### src/rtl/cc_frame_decoder.sv
// Frame-rate Command & Control decoder.
// Each CLRCLK edge evaluates one 59-bit C&C word. The word is classified as
// missed, foreign, bad or good. Good words vote on a candidate configuration
// tuple, and the committed registers load once enough consecutive good frames
// agree. A link watchdog forces PTT off when frames stop arriving.
module cc_frame_decoder #(
  parameter logic [3:0]  MY_ADDR = 4'd0,
  parameter int          CONFIRM = 2,
  parameter int          TIMEOUT = 16,
  parameter logic [31:0] FMAX    = 32'd65000000
) (
  input  logic        CLRCLK,
  input  logic        reset,
  input  logic [58:0] cc_word,
  input  logic        cc_valid,
  output logic        PTT_out,
  output logic [31:0] frequency_HZ,
  output logic        freq_changed,
  output logic [3:0]  clock_select,
  output logic [6:0]  OC,
  output logic        mode,
  output logic        link_ok,
  output logic [7:0]  frame_err_count
);

  // Configuration tuple. The field order matches cc_word[53:10], so one
  // slice of the word fills the whole struct.
  typedef struct packed {
    logic [31:0] freq;
    logic [3:0]  clk_sel;
    logic [6:0]  oc;
    logic        mode;
  } cfg_t;

  typedef enum logic [1:0] {
    LINK_DOWN = 2'd0,
    ACQUIRE   = 2'd1,
    LOCKED    = 2'd2
  } state_t;

  localparam logic [1:0] CNT_MAX = 2'(CONFIRM);
  localparam logic [7:0] WD_MAX  = 8'(TIMEOUT);
  localparam logic [7:0] ERR_MAX = 8'd255;

  // Fields of the incoming word.
  logic       frame_ptt;
  logic [3:0] frame_addr;
  cfg_t       frame_cfg;
  logic       unused_pad;

  assign frame_ptt  = cc_word[58];
  assign frame_addr = cc_word[57:54];
  assign frame_cfg  = cc_word[53:10];
  assign unused_pad = ^cc_word[9:0];

  // Frame classification.
  logic addr_hit;
  logic frame_good;
  logic frame_bad;
  logic frame_missed;

  assign addr_hit     = cc_valid && (frame_addr == MY_ADDR);
  assign frame_good   = addr_hit && (frame_cfg.freq <= FMAX);
  assign frame_bad    = addr_hit && (frame_cfg.freq >  FMAX);
  assign frame_missed = !cc_valid;

  // Registered state.
  state_t     state;
  logic [7:0] wd;
  cfg_t       cand;
  logic [1:0] cnt;
  cfg_t       cfg_q;

  // Next-state values.
  state_t     state_n;
  logic [7:0] wd_n;
  cfg_t       cand_n;
  logic [1:0] cnt_n;
  cfg_t       cfg_n;
  logic       ptt_n;
  logic       fc_n;
  logic [7:0] err_n;
  logic       link_n;
  logic       timeout;
  logic       confirmed;
  logic       commit;

  // Watchdog, agreement counter, error counter and commit decision.
  always_comb begin
    // NOTE: every signal gets a default first. Without it, a path that
    // assigns nothing would make synthesis infer a latch.
    wd_n      = wd;
    cand_n    = cand;
    cnt_n     = cnt;
    cfg_n     = cfg_q;
    fc_n      = 1'b0;
    err_n     = frame_err_count;
    timeout   = 1'b0;
    confirmed = 1'b0;
    commit    = 1'b0;

    // A missed frame advances the watchdog. Any other frame clears it, so a
    // good frame that arrives on the would-be timeout edge prevents the timeout.
    if (frame_missed) begin
      wd_n    = (wd >= WD_MAX) ? WD_MAX : wd + 8'd1;
      timeout = (wd_n == WD_MAX);
    end else begin
      wd_n = '0;
    end

    // Agreement. Foreign and missed frames leave cand and cnt untouched,
    // so they can be interleaved without breaking a pending confirmation.
    if (frame_good) begin
      if (frame_cfg == cand) begin
        cnt_n = (cnt >= CNT_MAX) ? CNT_MAX : cnt + 2'd1;
      end else begin
        cand_n = frame_cfg;
        cnt_n  = 2'd1;
      end
    end else if (frame_bad) begin
      cnt_n = '0;
      err_n = (frame_err_count == ERR_MAX) ? ERR_MAX : frame_err_count + 8'd1;
    end

    confirmed = frame_good && (cnt_n == CNT_MAX);
    commit    = confirmed && (cand_n != cfg_q);

    if (commit) begin
      cfg_n = cand_n;
      fc_n  = (cand_n.freq != cfg_q.freq);
    end

    // Losing the link discards any half-agreed candidate. The committed
    // config is kept so the radio holds its last settings.
    if (timeout) begin
      cand_n = '0;
      cnt_n  = '0;
    end
  end

  // Link state machine: next state and next PTT.
  always_comb begin
    state_n = state;
    ptt_n   = PTT_out;

    case (state)
      LINK_DOWN: begin
        ptt_n = 1'b0;
        if (frame_good) state_n = ACQUIRE;
      end
      ACQUIRE: begin
        ptt_n = 1'b0;
        // Full agreement reached, whether or not it changed the config.
        if (confirmed) state_n = LOCKED;
      end
      LOCKED: begin
        if (frame_good)     ptt_n = frame_ptt;
        else if (frame_bad) ptt_n = 1'b0;
      end
      default: begin
        state_n = LINK_DOWN;
        ptt_n   = 1'b0;
      end
    endcase

    if (timeout) begin
      state_n = LINK_DOWN;
      ptt_n   = 1'b0;
    end

    link_n = (state_n == LOCKED);
  end

  // State and output registers. Reset is asynchronous and clears everything.
  always_ff @(posedge CLRCLK or posedge reset) begin
    if (reset) begin
      state           <= LINK_DOWN;
      wd              <= '0;
      cand            <= '0;
      cnt             <= '0;
      cfg_q           <= '0;
      PTT_out         <= 1'b0;
      freq_changed    <= 1'b0;
      link_ok         <= 1'b0;
      frame_err_count <= '0;
    end else begin
      // NOTE: sequential state uses non-blocking assignment. All registers
      // then update together from values sampled before the edge.
      state           <= state_n;
      wd              <= wd_n;
      cand            <= cand_n;
      cnt             <= cnt_n;
      cfg_q           <= cfg_n;
      PTT_out         <= ptt_n;
      freq_changed    <= fc_n;
      link_ok         <= link_n;
      frame_err_count <= err_n;
    end
  end

  assign frequency_HZ = cfg_q.freq;
  assign clock_select = cfg_q.clk_sel;
  assign OC           = cfg_q.oc;
  assign mode         = cfg_q.mode;

endmodule

### config.mk
export PLATFORM = sky130hd
export DESIGN_NAME = cc_frame_decoder
export DESIGN_NICKNAME = d
export VERILOG_FILES = /design/src/rtl/cc_frame_decoder.sv
export SDC_FILE = /design/constraint.sdc
export NUM_CORES = 1
export LEC_CHECK = 0
export CAP_MARGIN = 20
export CORE_MARGIN = 8
export CORE_UTILIZATION = 50
export DETAILED_ROUTE_END_ITERATION = 8
export PLACE_DENSITY = 0.85
export REMOVE_ABC_BUFFERS = 1
export SETUP_SLACK_MARGIN = 0.5
export SLEW_MARGIN = 25
export SYNTH_ARGS = -nofsm -noshare
export SYNTH_HDL_FRONTEND = slang
export SYNTH_SLANG_ARGS = --single-unit
### constraint.sdc
create_clock -name CLRCLK -period 2.98 [get_ports CLRCLK]
set_input_delay 0.298 -clock CLRCLK [delete_from_list [all_inputs] [get_ports CLRCLK]]
set_output_delay 0.298 -clock CLRCLK [all_outputs]
set_load 0.01 [all_outputs]
== Yosys cells after proc, flatten, opt, wreduce, memory -nomap -nowiden ==
Cells that the tools add are included.
Operators by class
  mux-type cells: 21
  equal/unequal tests: 10
  add/subtract/negate cells: 3
  bitwise logic cells: 1
  $lt $le $gt $ge: 4
  reduce and logical (&&, ||, !) cells: 8
Operators by type and width (number)
  44-bit 2-to-1 mux: 3
  44-bit equality test: 1
  44-bit != test: 1
  32-bit by 26-bit > comparator with 1-bit output, second input constant: 1
  32-bit by 26-bit less-or-equal comparator with 1-bit output, second input constant: 1
  32-bit != test: 1
  8-bit 2-to-1 mux: 3
  8-bit by 1-bit adder with 8-bit output, second input constant: 2
  2-bit 2-to-1 mux: 8
  8-bit by 5-bit equality test with 1-bit output, second input constant: 1
  8-bit equality test, second input constant: 1
  8-bit by 5-bit >= comparator with 1-bit output, second input constant: 1
  2-bit equality test, second input constant: 3
  1-bit 2-to-1 mux: 6
  2-bit case mux with 3 select lines: 1
  1-bit logical AND: 5
  4-bit zero test: 1
  4-bit != test, second input constant: 1
  2-bit by 1-bit adder with 2-bit output, second input constant: 1
  2-bit by 1-bit equality test with 1-bit output, second input constant: 1
  2-bit >= comparator, second input constant: 1
  2-bit zero test: 1
  2-bit AND reduction: 1
  1-bit inverter: 1
Storage, ports and cells
  output and inout port bits: 55
  register bits after elaboration: 111
  input bits: 62

== Logic depth before layout (Yosys ltp) ==
  depth after elaboration: 11
  depth in mapped cells: 12
  gate-level depth less buffers: 9

== Worst setup path before layout ==
Ideal clock, no wire load.
  path type: in2reg
  start: input port cc_word[53]
  end: register cfg_q, in the netlist frequency_HZ[6]
  slack: -0.413 ns
  stages on the path: 11
  data arrival time: 3.324 ns
  setup time: 0.069 ns
  required time: 2.911 ns
  path through: or4_1 -> a2111o_1 -> a311oi_2 -> o21ai_2 -> nor2_4 -> buf_6 -> mux2i_1 -> clkbuf_1 -> nand3_1 -> or4_1 -> nand3_1
On the way
  longest elaborated chain between the ends: 7
RTL lines
  start: declaration: RTL line 14  | input logic [58:0] cc_word,
  parallel branches: the longest is 7 deep, another holds 32-bit by 26-bit less-or-equal comparator with 1-bit output
  end signal: assignment: RTL line 193  | cfg_q <= cfg_n;
  end: declaration: RTL line 72  | cfg_t cfg_q;
Several ways; the timed one is not identified.
A chain may end at the register's enable or synchronous reset.

== Worst setup path after layout ==
  start: register cand[19] (netlist name)
  end: register cfg_q, in the netlist frequency_HZ[19]
On the way
  longest elaborated chain between the ends: 6
RTL lines
  start: declaration: RTL line 70  | cfg_t cand;
  start signal: assignment: RTL line 191  | cand <= cand_n;
  parallel branches: the longest is 6 deep, another holds 44-bit equality test
Several ways; the timed one is not identified.

==> flow_metrics.py <==
metrics = {
    "routing": {
        "wl_per_cell_um": 31.5,
        "wl_met2_um": 17700,
        "vias": 9974,
        "top_layer": "met5",
        "wl_met3_um": 6660,
        "wl_um": 41600,
        "met1_length_um": 13100,
        "dr.pass1.iters": 9,
        "drcViolationCount": 8,
        "ant_nets": 0,
        "avgViaCountPerCell": 7.54,
        "drt_iter0_drc": 1752,
    },
    "setup_path": {
        "critPathLaunch": "cand[19]",
        "worstPathRequired_ps": 3300,
        "r2r_start": "cand[19]",
        "path_class": "reg -> reg",
        "r2r_setup_slack_ps": -950,
        "rr_endpoint": "frequency_HZ[19]",
        "cp-end-kind": "register",
        "startpoint_type": "register",
        "reg2reg_depth": 13,
        "critPathArrivalTime_ps": 4250,
        "path_max_fanout": 10,
        "crit_path_end": "frequency_HZ[19]",
    },
    "power": {
        "combPwrFrac_pct": 16.1,
        "p_leak_nw": 5.04,
        "power_frac_clock_pct": 37.9,
        "switchingPower_w": 0.000967,
        "ir_worst_vdd_mv": 0.332,
        "pwr-share-seq_pct": 46.0,
        "power_density_nw_per_um2": 275,
        "switching_share_pct": 28.5,
        "internal-power_w": 0.00242,
    },
    "timing": {
        "skew_ps": 17.8,
        "hold_viol_final": 0,
        "max_clock_freq_mhz": 254,
        "period_share_pct": 132,
        "period_needed_ps": 3930,
        "fin_setup_tns_ps": -33030,
        "worst_pin_slew_ps": 727,
        "max_slew_margin_pct": 51.2,
        "setup_viol": 71,
        "report.final.slew_viol_count": 0,
        "rsz0062_at_grt": "true",
        "worst_slack_ps": -955,
    },
    "placed_design": {
        "portBuffers": 106,
        "dp_hpwl_um": 18900,
        "pre_cts_slack_ps": -1110,
        "dpl-instance-area_um2": 9810,
        "gp_congestion": 0.986,
        "dpl.cell_count": 1233,
    },
    "clock_network": {
        "h-tree-depth": 3,
        "ctsRootBufferMaster": "clkbuf_16",
        "cts_max_path_buffers": 2,
        "clk_pin_slew_worst_paths_ps": 80,
        "cts_buffers": 9,
        "clock_sinks": 111,
        "cts_hold_buffers": 0,
        "clkLatencyLatePin_ps": 390,
        "cts_tree": "done",
    },
    "min_path": {
        "hp-class": "in -> async",
    },
    "yosys": {
        "synth_area_um2": 7420,
        "yosys_warnings": 0,
        "synth.distinct_cells": 58,
        "synth-seq-cells": 111,
        "async_reset_ff_share_pct": 100,
        "synth_area_per_cell_um2": 8.72,
        "yosysSeqAreaShare_pct": 37.4,
        "synth_ff_type": "dfrtp_1",
        "synth_edf_count": 0,
        "syn_inst": 851,
    },
    "finish": {
        "final_cell_area_um2": 12300,
        "fillCellCount": 686,
        "drive_above_1_share_pct": 36.6,
        "multiInputGateArea_um2": 5390,
        "syn2layout_area_growth_pct": 65.8,
        "layout_commonest_cell": "buf_4",
        "layout_common_cells": "buf_4, dfrtp_1, nor2_1",
        "regArea_um2": 2780,
        "fin_nets": 1197,
        "layoutNonFillerInstCount": 1322,
    },
    "global_routing": {
        "grt_first_pass_wirelength_um": 49600,
        "antenna_found_initial": 2,
        "grt_overflow_total": 0,
        "grt_pass1_vias": 8832,
        "grt_max_degree": 49,
        "groute.usage.overall_pct": 34.0,
    },
    "run_status": {
        "violations": "design-rule violations, negative setup slack",
        "status": "complete, but fails checks",
    },
    "run": {
        "cap_violations": 0,
    },
    "floorplan": {
        "die_h_um": 138,
        "die_w_um": 138,
        "initial_core_util_pct": 51.1,
        "core-area_um2": 14500,
        "fp-row-count": 44,
        "dieArea_um2": 19000,
        "pin_count": 117,
    },
}
[timing repair]
action | in CTS | in global routing
pin swaps | 46 | 38
buffers inserted | 36 | 20
gates cloned | 11 | 5
setup endpoints to repair | 102 | 93
gates resized for setup | 200 | 162
[registers in the layout (all words and copies together), names as in the netlist]
register         count
cnt                  2
frame_err_count      8
wd                   8
cand                44
PTT_out              1
mode                 1
state                2
frequency_HZ        32
OC                   7
clock_select         4
link_ok              1
freq_changed         1
[through the flow]
| step | hold slack [ps] | util, % | power (W) |
|---|---|---|---|
| floorplan | 369 | - | 0.00173 |
| global placement | 463 | 67.5 | 0.00201 |
| detailed placement | 460 | 67.5 | 0.00202 |
| CTS | 386 | 77.4 | 0.00327 |
| global route | 419 | 84.7 | 0.00346 |
| finish | 362 | 84.7 | 0.00339 |
[worst max-delay path, cell delays in order, from the launching register on]
cell and delay [ps]:
dfrtp_1 410, xnor2_1 590, nand4_1 290, nor3_1 370
and3_4 300, nor2_4 60, buf_8 140, buf_8 130
buf_4 130, mux2_4 330, buf_12 150, nor3_1 590
nand4_1 230, nand3_1 130
[per-layer routing]
layer	GRT usage, %	vias to the layer above
li1	-	3755
met5	0	-
met1	40.3	4629
met3	9.56	462
met4	18.6	4
met2	54.7	1124
[power groups by stage]
| stage | Sequential, W | Clock, W | Combinational [W] |
|---|---|---|---|
| floorplan | 0.00158 | 0 | 0.000144 |
| global placement | 0.00158 | 0 | 0.000427 |
| detailed placement | 0.00158 | 0 | 0.000437 |
| CTS | 0.00155 | 0.00125 | 0.000466 |
| global route | 0.00156 | 0.00133 | 0.000563 |
| finish | 0.00156 | 0.00128 | 0.000547 |
[layout make-up]
type | instances | area share (%)
multi-input cells | 645 | 43.8
repair buffers | 327 | 28.1
flip-flops and latches | 111 | 22.6
clock buffers | 14 | 2.31
well taps | 184 | 1.87
inverters | 38 | 1.18
clock inverters | 2 | 0.102
diodes | 1 | 0.0203
[cells in the mapped netlist, types with 2 or more instances]
cell	count	area (µm²)
a221o_1	4	40.0
nand2_1	12	45.0
dfrtp_1	111	2780
a221oi_1	39	342
buf_2	9	45.0
clkbuf_1	48	180
o21ai_0	41	205
mux2i_1	32	320
nor3_1	21	105
a31oi_1	4	25.0
nand3_1	74	370
o2111ai_1	2	17.5
o32ai_2	3	48.8
ha_1	3	37.5
nor4_1	19	119
nor4bb_1	3	30.0
mux2_2	2	22.5
a21boi_0	6	45.0
o31a_1	2	17.5
o2bb2ai_1	2	17.5
or4_1	24	180
o221ai_1	4	35.0
xor2_1	22	193
o21a_1	3	22.5
xnor2_1	74	648
nand4_1	36	225
and3_1	3	18.8
nand3b_1	3	22.5
nor2_1	92	345
o22ai_1	12	75.1
nand2b_1	3	18.8
inv_1	38	143
a21oi_1	35	175
and2_1	6	37.5
a211oi_1	36	270
[cell families after synthesis]
group,count (synthesis),share of synthesized area [%]
AO/OA/AOI/OAI,205,19.6
adder cells (fa/ha/maj),3,0.506
multiplexers,34,4.62
AND/OR/NAND/NOR,303,21.2
flip-flops,111,37.4
other,1,0.0505
buffers and inverters,98,5.26
XOR/XNOR,96,11.3
[worst min-delay path by stage]
| stage | endpoint | slack (ps) | cells past startpoint |
|---|---|---|---|
| finish | frequency_HZ[29] | 360 | 2 |
| global route | cand[3] | 420 | 2 |
| CTS | frame_err_count[6] | 390 | 2 |
| detailed placement | state[0] | 460 | 1 |
| global placement | state[0] | 460 | 1 |
| floorplan | wd[4] | 370 | 1 |
No activity file was read; power rests on OpenSTA's default activity.
